--- config.mk ---
export PLATFORM = sky130hd
export DESIGN_NAME = seq_shift_unit
export DESIGN_NICKNAME = d
export VERILOG_FILES = /design/src/rtl/seq_shift_unit.sv
export SDC_FILE = /design/constraint.sdc
export NUM_CORES = 1
export LEC_CHECK = 0
export ABC_AREA = 1
export CAP_MARGIN = 30
export CORE_MARGIN = 2
export CORE_UTILIZATION = 50
export CTS_BUF_LIST = sky130_fd_sc_hd__clkbuf_2
export DETAILED_ROUTE_END_ITERATION = 6
export GPL_TIMING_DRIVEN = 1
export PLACE_DENSITY = 0.87
export SLEW_MARGIN = 15
export SYNTH_ARGS = -nofsm -noshare
export SYNTH_HDL_FRONTEND = slang
export SYNTH_SLANG_ARGS = --single-unit
--- constraint.sdc ---
create_clock -name clk -period 1.2 [get_ports clk]
set_input_delay 0.24 -clock clk [delete_from_list [all_inputs] [get_ports clk]]
set_output_delay 0.24 -clock clk [all_outputs]
set_load 0.01 [all_outputs]
--- src/rtl/seq_shift_unit.sv ---
// seq_shift_unit: multi-cycle SLL/SRL/SRA/ROR unit for the MIPS datapath.
// Shifts up to STEP positions per clock; result and carry held in registers.
module seq_shift_unit #(
    parameter int n    = 32,
    parameter int STEP = 1,
    localparam int SHW = $clog2(n)
) (
    input  logic           clk,
    input  logic           rst,
    input  logic           start,
    input  logic [1:0]     op,
    input  logic [n-1:0]   data_in,
    input  logic [SHW-1:0] shamt,
    output logic           busy,
    output logic           done,
    output logic [n-1:0]   data_out,
    output logic           carry_out
);

    localparam int CW   = SHW + 1;
    // rem never exceeds n-1, so step sizes beyond that are unreachable
    localparam int KMAX = (STEP < n) ? STEP : n - 1;

    localparam logic [1:0] OP_SLL = 2'b00;
    localparam logic [1:0] OP_SRL = 2'b01;
    localparam logic [1:0] OP_SRA = 2'b10;

    typedef enum logic [1:0] {
        S_IDLE  = 2'b00,
        S_SHIFT = 2'b01,
        S_DONE  = 2'b10
    } state_t;

    state_t         state_q, state_d;
    logic [n-1:0]   work_q, work_d;
    logic [SHW-1:0] rem_q, rem_d;
    logic [1:0]     op_q, op_d;
    logic           sign_q, sign_d;
    logic           carry_q, carry_d;
    logic [n-1:0]   dout_q, dout_d;
    logic           cout_q, cout_d;

    logic [SHW-1:0]        k;
    logic [KMAX:1][n-1:0]  cand;
    logic [KMAX:1]         cbit;
    logic [n-1:0]          step_w;
    logic                  step_c;

    assign k = ({1'b0, rem_q} < CW'(STEP)) ? rem_q : SHW'(KMAX);

    for (genvar j = 1; j <= KMAX; j++) begin : g_step
        logic [n-1:0] sll_w, srl_w, sra_w, ror_w;
        assign sll_w = work_q << j;
        assign srl_w = work_q >> j;
        assign sra_w = srl_w | ({n{sign_q}} << (n - j));
        assign ror_w = srl_w | (work_q << (n - j));
        assign cand[j] = (op_q == OP_SLL) ? sll_w :
                         (op_q == OP_SRL) ? srl_w :
                         (op_q == OP_SRA) ? sra_w : ror_w;
        assign cbit[j] = (op_q == OP_SLL) ? work_q[n-j] : work_q[j-1];
    end

    always_comb begin
        step_w = work_q;
        step_c = 1'b0;
        for (int j = 1; j <= KMAX; j++) begin
            if (k == SHW'(j)) begin
                step_w = cand[j];
                step_c = cbit[j];
            end
        end
    end

    always_comb begin
        state_d = state_q;
        work_d  = work_q;
        rem_d   = rem_q;
        op_d    = op_q;
        sign_d  = sign_q;
        carry_d = carry_q;
        dout_d  = dout_q;
        cout_d  = cout_q;
        case (state_q)
            S_IDLE, S_DONE: begin
                state_d = S_IDLE;
                if (start) begin
                    work_d  = data_in;
                    op_d    = op;
                    rem_d   = shamt;
                    sign_d  = data_in[n-1];
                    carry_d = 1'b0;
                    if (shamt == '0) begin
                        state_d = S_DONE;
                        dout_d  = data_in;
                        cout_d  = 1'b0;
                    end else begin
                        state_d = S_SHIFT;
                    end
                end
            end
            S_SHIFT: begin
                work_d  = step_w;
                carry_d = step_c;
                rem_d   = rem_q - k;
                if (rem_q == k) begin
                    state_d = S_DONE;
                    dout_d  = step_w;
                    cout_d  = step_c;
                end
            end
            default: state_d = S_IDLE;
        endcase
    end

    always_ff @(posedge clk) begin
        if (rst) begin
            state_q <= S_IDLE;
            work_q  <= '0;
            rem_q   <= '0;
            op_q    <= '0;
            sign_q  <= 1'b0;
            carry_q <= 1'b0;
            dout_q  <= '0;
            cout_q  <= 1'b0;
        end else begin
            state_q <= state_d;
            work_q  <= work_d;
            rem_q   <= rem_d;
            op_q    <= op_d;
            sign_q  <= sign_d;
            carry_q <= carry_d;
            dout_q  <= dout_d;
            cout_q  <= cout_d;
        end
    end

    assign busy      = (state_q == S_SHIFT);
    assign done      = (state_q == S_DONE);
    assign data_out  = dout_q;
    assign carry_out = cout_q;

endmodule

==> summary.txt <==
Power and ir drop
  • Pwr per Cell Area: 1308 mW/mm2
  • Leak pwr: 3.652 nW
  • Peak VDD IR: 0.7328 mV

Drt
  • Total detailed-routing wirelength: 14340 um
  • Final ANT Viol Nets: 0
  • Drt first-iter violations: 412
  • DRC violations left: 0
  • Via Count: 5338
  • DR WL/cell: 14.12 um
  • 1st-pass router iterations: 5
  • Vias per std cell: 5.254

Timing
  • Peak Freq: 643.3 MHz
  • Final setup skew: 0.03088 ns
  • Final setup TNS: -16.81 ns
  • RSZ-0062 raised after global routing: true
  • Max_slew headroom: 79.86%
  • Max-slew violation count: 0
  • Worst setup margin: -0.3544 ns
  • Slew @ Worst Pin: 0.3020 ns
  • Final setup viols: 106
  • Final Cycle Share: 129.5%
  • Crit path time final: 1.554 ns
  • Final hold vios: 0

Synthesis
  • Cells after Synth: 799
  • Top-area cell type share of the netlist area: 33.15%
  • Sequential-to-total area share from yosys stat: 33.15%
  • Synth top area cells: dfxtp_1 33%, nand2_1 25%, inv_1 12%
  • Post-synth cell types: 22
  • Yosys Warn Count: 0
  • #FFs+latches synth: 75
  • Post-Syn Area: 0.004529 mm2
  • Avg Cell Area, Syn: 5.669 um2
  • Top cell type by total area after synthesis: dfxtp_1
  • Syn Nets: 841

Finish
  • Post-route insts no fill: 1016
  • Ant. Diodes: 0
  • Register area: 0.001551 mm2
  • Commonest non-fill, non-tap cell in the layout: nand2_1
  • Layout cells sized above 1: 24.01%
  • Commonest non-fill, non-tap cells in the layout: 288 x nand2_1, 138 x inv_1, 68 x nor2_1
  • FILL cells: 629
  • Area growth, synth to finish: 43.67%
  • Design Area, Final: 0.006507 mm2
  • Fin nets: 947
  • Multi-input gate area: 0.002541 mm2

CTS
  • Num CTS Buffers: 9
  • Hold_buf cts: 0
  • CTS tree: done
  • Clock Latency Late Sink: 0.56 ns
  • Htree depth: 3
  • Clock-pin slew of the registers on the worst-case setup and hold paths: 0.23 ns
  • CTS sink count: 75
  • Clock Root Buffer: clkbuf_2
  • Clock buffer depth: 2

Worst setup path
  • CP endpoint kind: flop
  • Worst setup path start: rem_q[4]
  • Critical path class: reg2reg
  • CP required: 1.69 ns
  • CP Data Arrival Time: 2.05 ns
  • RR Startpoint: rem_q[4]
  • Worst-path fanout max: 6
  • Crit path launch type: flop
  • Worst r2r path cells: 9

Global route
  • Number of global-route vias before repair: 4916
  • Largest net degree at the start of global routing: 47
  • First-pass GRT wire length: 22670 um
  • All-Layer GR Usage: 28.08%
  • Remaining Overflow, GRT: 0
  • Initial antenna violation count: 0

Floorplan
  • Die height: 99.18 um
  • # rows: 34
  • I/O pin cnt: 77
  • Die X: 99.18 um
  • Core area: 0.008763 mm2
  • Initial Util: 51.68%
  • Die ar.: 0.009836 mm2

Place
  • Routability cong.: 0.8889
  • I/O Buffers: 76
  • Dpl cells: 986
  • Final HPWL DP: 8065 um
  • Post-DP Area: 0.005710 mm2

Status
  • Status: finished with violations
  • Failing checks: negative setup slack

Min path
  • Hold Path Depth: 3
  • Hold path start: shamt[4]
  • Worst min-delay path class: in2reg

Flow run
  • Max Cap Viol: 0
## repair_timing
| item | in CTS | in global routing |
|---|---|---|
| buffers inserted | 8 | 7 |
| endpoints found under the setup margin | 105 | 106 |
| gates resized for setup | 290 | 46 |
| cloned | 5 | 1 |
| pin swaps | 10 | 22 |
## state kept, by name, indices dropped and copies added (netlist names)
name	cells
data_out	32
work_q	32
rem_q	5
op_q	2
state_q	2
carry_out	1
sign_q	1
## cell type report
class | count | share of cell area [%]
clock inverter | 5 | 1.596
multi-input combinational | 534 | 39.05
tap | 108 | 2.077
inverter | 143 | 8.287
clock buffer | 9 | 0.6922
timing repair buffer | 142 | 24.46
sequential | 75 | 23.84
## Yosys cell counts (all sizes together)
cell type,count
nand3,73
a21oi,9
nand4,34
a31oi,2
o22ai,1
o21ai,37
o21bai,1
nor2,75
nand2,301
buf,26
inv,143
clkbuf,21
nor3,1
dfxtp,75
## per-stage QoR
stage	setup WS [ns]	hold WS [ns]	util (%)	power, mW
2_1_floorplan	-0.01243	0.3799	-	4.870
3_3_place_gp	-0.4971	0.4411	65.16	5.862
3_5_place_dp	-0.5434	0.4589	65.16	5.926
4_1_cts	-0.2391	0.3290	72.72	8.208
5_1_grt	-0.3880	0.3166	74.26	8.979
6_report	-0.3544	0.3354	74.26	8.509
## metal layers
| metal | vias to the layer above | share of wire [%] | wire length (um) | track usage [%] |
|---|---|---|---|---|
| li1 | 2635 | - | - | - |
| met1 | 2341 | 40 | 5695 | 35.41 |
| met2 | 298 | 48 | 6894 | 47.56 |
| met3 | 64 | 8.5 | 1215 | 5.271 |
| met4 | 0 | 3.7 | 537 | 10.96 |
| met5 | - | 0 | 0 | 0 |
## path summary, 6_finish.rpt
path,to,slack [ns]
max reg2reg,data_out[21],-0.35
min reg2reg,sign_q,0.49
min,rem_q[4],0.34
max,data_out[21],-0.35
## cell families (layout without fill, tap and decap cells)
| group | Yosys count | in the layout | share of synthesized area (%) |
|---|---|---|---|
| AOI/OAI and AO/OA | 50 | 50 | 5.663 |
| DFF | 75 | 75 | 33.15 |
| and+or+nand+nor | 484 | 484 | 44.59 |
| buffers and inverters | 190 | 299 | 16.60 |
## where the power goes
part | leakage (nW) | internal (mW) | total, mW | switching (mW)
Clock | 0.0878 | 0.876 | 1.82 | 0.942
Sequential | 0.635 | 2.80 | 3.01 | 0.211
Combinational | 2.93 | 1.63 | 3.68 | 2.05
Total | 3.65 | 5.30 | 8.51 | 3.21
## worst max-delay path, stage by stage (launching register included)
cell     delay (ns)
dfxtp_2        0.39
nor2_4         0.21
buf_6          0.17
buf_12         0.11
buf_12         0.10
nand4_1        0.08
nand3_1        0.16
nand2_1        0.11
nor2_1         0.12
nor2_1         0.05
No activity file was read; power rests on OpenSTA's default activity.
